==> src/rtl/stack_reader.sv <==
// Drains the byte stack on a start request, sending each popped byte
// (LIFO order) as an 8N1 frame on txd with BIT_CYCLES clocks per bit.
module stack_reader #(
    parameter int BIT_CYCLES = 4
) (
    input  logic       clk,
    input  logic       reset,
    input  logic       start_btn,
    input  logic [7:0] stk_dout,
    input  logic       stk_empty,
    output logic       pop,
    output logic       txd,
    output logic       busy,
    output logic       done,
    output logic [3:0] nread
);

    localparam logic [2:0] S_IDLE  = 3'd0;
    localparam logic [2:0] S_CHECK = 3'd1;
    localparam logic [2:0] S_START = 3'd2;
    localparam logic [2:0] S_DATA  = 3'd3;
    localparam logic [2:0] S_STOP  = 3'd4;
    localparam logic [2:0] S_DONE  = 3'd5;

    localparam logic [7:0] BIT_LAST = 8'(BIT_CYCLES - 1);

    logic [2:0] state;
    logic       start_prev;
    logic [7:0] shreg;
    logic [7:0] bit_timer;
    logic [2:0] bit_idx;
    logic       start_pulse;
    logic       bit_end;

    assign start_pulse = start_btn & ~start_prev;
    assign bit_end     = (bit_timer == 8'd0);

    // Pop is gated by the live empty flag so it can never fire on an empty stack.
    assign pop  = (state == S_CHECK) && !stk_empty;
    assign busy = (state != S_IDLE);
    assign done = (state == S_DONE);

    // NOTE: all state moves on the falling edge; non-blocking assignments keep
    // every register reading pre-edge values regardless of statement order.
    always_ff @(negedge clk) begin
        if (!reset) begin
            state      <= S_IDLE;
            start_prev <= 1'b0;
            shreg      <= 8'd0;
            bit_timer  <= 8'd0;
            bit_idx    <= 3'd0;
            txd        <= 1'b1;
            nread      <= 4'd0;
        end else begin
            start_prev <= start_btn;
            case (state)
                S_IDLE: begin
                    if (start_pulse) begin
                        state <= S_CHECK;
                        nread <= 4'd0;
                    end
                end
                S_CHECK: begin
                    if (stk_empty) begin
                        state <= S_DONE;
                    end else begin
                        shreg     <= stk_dout;
                        bit_timer <= BIT_LAST;
                        txd       <= 1'b0;
                        state     <= S_START;
                    end
                end
                S_START: begin
                    if (bit_end) begin
                        bit_timer <= BIT_LAST;
                        bit_idx   <= 3'd0;
                        txd       <= shreg[0];
                        state     <= S_DATA;
                    end else begin
                        bit_timer <= bit_timer - 8'd1;
                    end
                end
                S_DATA: begin
                    if (bit_end) begin
                        bit_timer <= BIT_LAST;
                        if (bit_idx == 3'd7) begin
                            txd   <= 1'b1;
                            state <= S_STOP;
                        end else begin
                            // shreg[1] is the next bit to appear once shreg shifts down.
                            bit_idx <= bit_idx + 3'd1;
                            shreg   <= {1'b0, shreg[7:1]};
                            txd     <= shreg[1];
                        end
                    end else begin
                        bit_timer <= bit_timer - 8'd1;
                    end
                end
                S_STOP: begin
                    if (bit_end) begin
                        if (nread != 4'd8) begin
                            nread <= nread + 4'd1;
                        end
                        state <= S_CHECK;
                    end else begin
                        bit_timer <= bit_timer - 8'd1;
                    end
                end
                S_DONE: begin
                    state <= S_IDLE;
                end
                default: begin
                    state <= S_IDLE;
                    txd   <= 1'b1;
                end
            endcase
        end
    end

endmodule

==> config.mk <==
export PLATFORM = sky130hd
export DESIGN_NAME = stack_reader
export DESIGN_NICKNAME = d
export VERILOG_FILES = /design/src/rtl/stack_reader.sv
export SDC_FILE = /design/constraint.sdc
export NUM_CORES = 1
export LEC_CHECK = 0
export BUFFER_PORTS_ARGS = -buffer_cell sky130_fd_sc_hd__buf_2
export CAP_MARGIN = 20
export CORE_MARGIN = 3
export CORE_UTILIZATION = 31
export CTS_BUF_LIST = sky130_fd_sc_hd__clkbuf_8 sky130_fd_sc_hd__clkbuf_16
export DETAILED_ROUTE_END_ITERATION = 10
export HOLD_SLACK_MARGIN = 0.05
export MAX_ROUTING_LAYER = met4
export PLACE_DENSITY = 0.55
export SLEW_MARGIN = 30
export SYNTH_ARGS = -nofsm -noshare
export SYNTH_HDL_FRONTEND = slang
export SYNTH_SLANG_ARGS = --single-unit
==> constraint.sdc <==
create_clock -name clk -period 3.2 [get_ports clk]
set_input_delay 0.48 -clock clk [delete_from_list [all_inputs] [get_ports clk]]
set_output_delay 0.48 -clock clk [all_outputs]
set_load 0.005 [all_outputs]
## Word-level counts from Yosys, hierarchy flattened

Cells that the tools add are included.

| cells by class | value |
|---|---|
| muxes and demuxes | 28 |
| reductions and logical operators | 17 |
| $add $sub $neg | 3 |
| equality and inequality tests | 16 |
| bitwise logic cells | 3 |

Operator list:

| cell | count |
|---|---|
| two-way mux 8 bit | 6 |
| two-way mux 3 bit | 9 |
| one-hot mux 8 bit (3 select lines) | 1 |
| != test 2 bit, second input constant | 9 |
| one-hot mux 8 bit (2 select lines) | 1 |
| AND reduction 4 bit | 4 |
| one-hot mux 3 bit (5 select lines) | 1 |
| two-way mux 4 bit | 3 |
| equality test 3 bit, second input constant | 3 |
| logical NOT 8 bit | 1 |
| one-hot mux 4 bit (2 select lines) | 1 |
| subtractor 8 x 1 -> 8 bit, second input constant | 1 |
| equality test 3 x 2 -> 1 bit, second input constant | 2 |
| one-hot mux 3 bit (2 select lines) | 1 |
| nonzero test 2 bit | 3 |
| nonzero test 3 bit | 2 |
| AND reduction 5 bit | 1 |
| adder 4 x 1 -> 4 bit, second input constant | 1 |
| two-way mux 1 bit | 4 |
| != test 4 bit, second input constant | 1 |
| one-hot mux 1 bit (4 select lines) | 1 |
| adder 3 x 1 -> 3 bit, second input constant | 1 |
| equality test 3 x 1 -> 1 bit, second input constant | 1 |
| logical NOT 3 bit | 1 |
| other kinds (7) | 8 |

| storage, ports and cells | value |
|---|---|
| word-level logic and storage cells | 74 |
| input port bits | 12 |
| register bits after elaboration | 28 |
| output and inout bits | 8 |

## Logic depth before layout (Yosys ltp)

| depth | value |
|---|---|
| word-level depth | 4 |
| depth in mapped cells | 8 |
| gate-level depth less buffers | 6 |

==> results.md <==
* Worst slew pin tran at 0.742 ns
* EDFF count, synth at 0
* Layout Skew at 0.0134 ns
* Synthesized area per cell at 8.15 µm²
* Vias per cell at 5.30
* Critical Path Fanout Max at 5
* Post-synth ARST share at 0%
* I/O pins at 20
* TritonRoute pass-1 iters at 4
* Area Overhead vs Synth at 24.4%
* Leakage power at 0.895 nW
* Setup crit start: state[2]
* GRT Overall Usage at approximately 15%
* Routed vias at about 1700
* Commonest non-fill, non-tap cell in the layout: inv_1
* Clock transition at the registers of the reported paths at 0.04 ns
* Max-slew violation count at 0
* Gr ovfl total at 0
* Die area at 6310 µm²
* Post-synthesis simple-gate area fraction at 25.9%
* Part of the Yosys area used for sequential elements at roughly 34%
* Most frequent cells in the layout: 37 x inv_1, 25 x dfxtp_1, 18 x buf_2
* Setup slack after layout at -0.0764 ns
* Root Driver: clkbuf_8
* Routed WL per cell at 13.3 µm
* Sum Neg Setup Slack at -0.128 ns
* Status: finished, violations left
* Chip height at 79.4 µm
* Hold Crit Start: shreg[7]
* Fraction of layout cells with a size suffix above 1 at 20.0%
* Final setup fails at 2
* Worst Setup Start Kind: flip-flop
* Pin count of the biggest net entering global routing at 17
* Syn. warnings at 0
* Pwr/cell area at 591 nW/µm²
* Number of buffers and inverters on the critical path at 1
* Compound-Gate Fraction of Synth Area at 26.6%
* First-pass GRT wire length at 7.47 mm
* Largest family of logic cells by synthesized area: compound AO/OA/AOI/OAI gates
* Crit-path slowest cell: or3_4
* Final Non-Filler Cells at 325
* Hold Fails Final Rpt at 0
* DP Worst Slack at -0.0799 ns
* Sw Pwr at 520 µW
* Crit-path cells: or3_4 > buf_6
* Number of antenna violations at the first check in global routing at 0
* CTS H-Tree Depth at 1
* Min-delay worst type: flip-flop to flip-flop
* Post-synthesis cell area at roughly 1700 µm²
* Violated checks: setup timing
* Adder-cell share of the synthesized area at 4.49%
* Worst Path Arrival at ~2.8 ns
* Worst hold margin at 0.461 ns
* CP top delay family: simple AND/OR/NAND/NOR gates
* Placed Instance Area at 1880 µm²
* # diodes at 0
* Mux cell area share after synthesis at under 10%
* DRC at 0
* Vias in the first global route at ~1700
* Sequential Area at 569 µm²
* Cell Rows at 26
* RSZ-0062 raised after global routing: true
* VDD IR max at approximately 0.22 mV
* Nets at 275
* Post-Layout Inst Area at about 2100 µm²
* Worst path max stage delay at about 0.38 ns
* Chip Width at between 70 and 80 µm
* Seq pwr share at between 30% and 40%
* Combinational share of power at between 30% and 40%
* Int Pwr at about 710 µW
* DRT iter0 DRCs at 71
* Netlist cell types at 45
* Cts bufs inserted at 3
* Post-Route WL at 4.31 mm
* DP HPWL at 2.99 mm
* Fin util at 40.2%
* Starting Density at roughly a third
* TritonCTS Sinks at 28
* Maximum buffer depth of the clock tree at 2
* Synthesized instance count at 205
* PnR Total Power at 1.23 mW
* Area of the multi-input gates at 1000 µm²
* Critical path class: flip-flop to primary output
* Placed cells at ~290
* Crit end category: primary output
* Fillers at 559
* Max Cap Viol at 0
* Power share of the clock group at 26.9%
* Primary FF master, synth: dfxtp_1
* Worst skew pair latency at 0.36 ns
* Worst r2r src: state[1]
* Port bufs at 19
* Worst EP required at between 2 and 3 ns
* Cts-stage hold buffer count at 0
* Global placement routability congestion at 0.842
* #FFs+latches synth at 28
* Max-slew headroom at 50.5%
* Routed Antenna Nets at 0
* Post-Synth XOR/XNOR Area at 0%
* Net Sw Frac at 42.3%
* Core area at 5170 µm²
* TritonCTS clock tree: built
* Synthesized Nets at 223
path summary, 6_finish.rpt:
| check | to | slack (ns) | cells after the start |
|---|---|---|---|
| min reg2reg | shreg[7] | 0.46 | 2 |
| max reg2reg | bit_timer[2] | 0.98 | 7 |
| min | shreg[7] | 0.46 | 2 |
| max | busy | -0.08 | 2 |
sequential cells by signal, summed over array words and instances, names as in the netlist:
register,cells
bit_idx,3
bit_timer,8
nread,4
shreg,8
start_prev,1
state,3
txd,1
power groups by stage:
| stage | clock network [mW] | logic [mW] | registers (mW) |
|---|---|---|---|
| detailed placement | 0.0554 | 0.440 | 0.440 |
| finish | 0.331 | 0.463 | 0.435 |
| CTS | 0.352 | 0.460 | 0.435 |
| floorplan | 0.0554 | 0.324 | 0.426 |
| global route | 0.395 | 0.509 | 0.441 |
| global placement | 0.0554 | 0.441 | 0.439 |
cell families after synthesis:
| kind of cell | after synthesis |
|---|---|
| flip-flops | 28 |
| AND/OR/NAND/NOR | 78 |
| buffers and inverters | 27 |
| multiplexers | 4 |
| adder cells (fa/ha/maj) | 6 |
| AO/OA/AOI/OAI | 62 |
cell type report:
type,instances,area share [%]
clock inverters,28,5.05
flip-flops and latches,28,27.4
well taps,70,4.21
repair buffers,37,11.6
multi-input cells,150,48.2
clock buffers,3,1.99
inverters,9,1.62
synth_stat cells (3+ instances only):
cell / instances / share of area [%]
a31oi_1: 5 / 1.9
inv_1: 10 / 2.2
nand2_1: 16 / 3.6
nor4_1: 4 / 1.5
a311oi_1: 6 / 3.1
or4b_1: 3 / 1.8
nor2_1: 9 / 2.0
nand2b_1: 3 / 1.1
nor2b_1: 4 / 1.5
clkbuf_1: 12 / 2.7
a21oi_1: 17 / 5.1
or3_1: 4 / 1.5
ha_1: 6 / 4.5
dfxtp_1: 28 / 34
mux2i_1: 4 / 2.4
nor3_1: 5 / 1.5
nand3_1: 15 / 4.5
nand4_1: 5 / 1.9
o211ai_1: 5 / 2.2
o21ai_0: 9 / 2.7
worst min-delay path: cells and delay by family, from the launching register on:
kind             cells  cell delay [ns]
multiplexers         1             0.05
flip-flops           1             0.30
AND/OR/NAND/NOR      1             0.06
repair_timing:
action                     4_1_cts  5_1_grt
setup endpoints to repair        2        3
gates cloned                     0        0
resized for setup                8        1
setup buffers                    3        1
pin swaps                        2        3
per-layer routing:
layer	global-route usage [%]	wire length [µm]	share of wire (%)	vias up
li1	-	-	-	867
met1	18.3	2030	47	809
met2	22.3	1990	46	40
met3	3.95	238	5.5	7
met4	7.90	51	1.2	0
met5	-	0	0	-
Note: power is estimated with default switching activity, not from simulation.
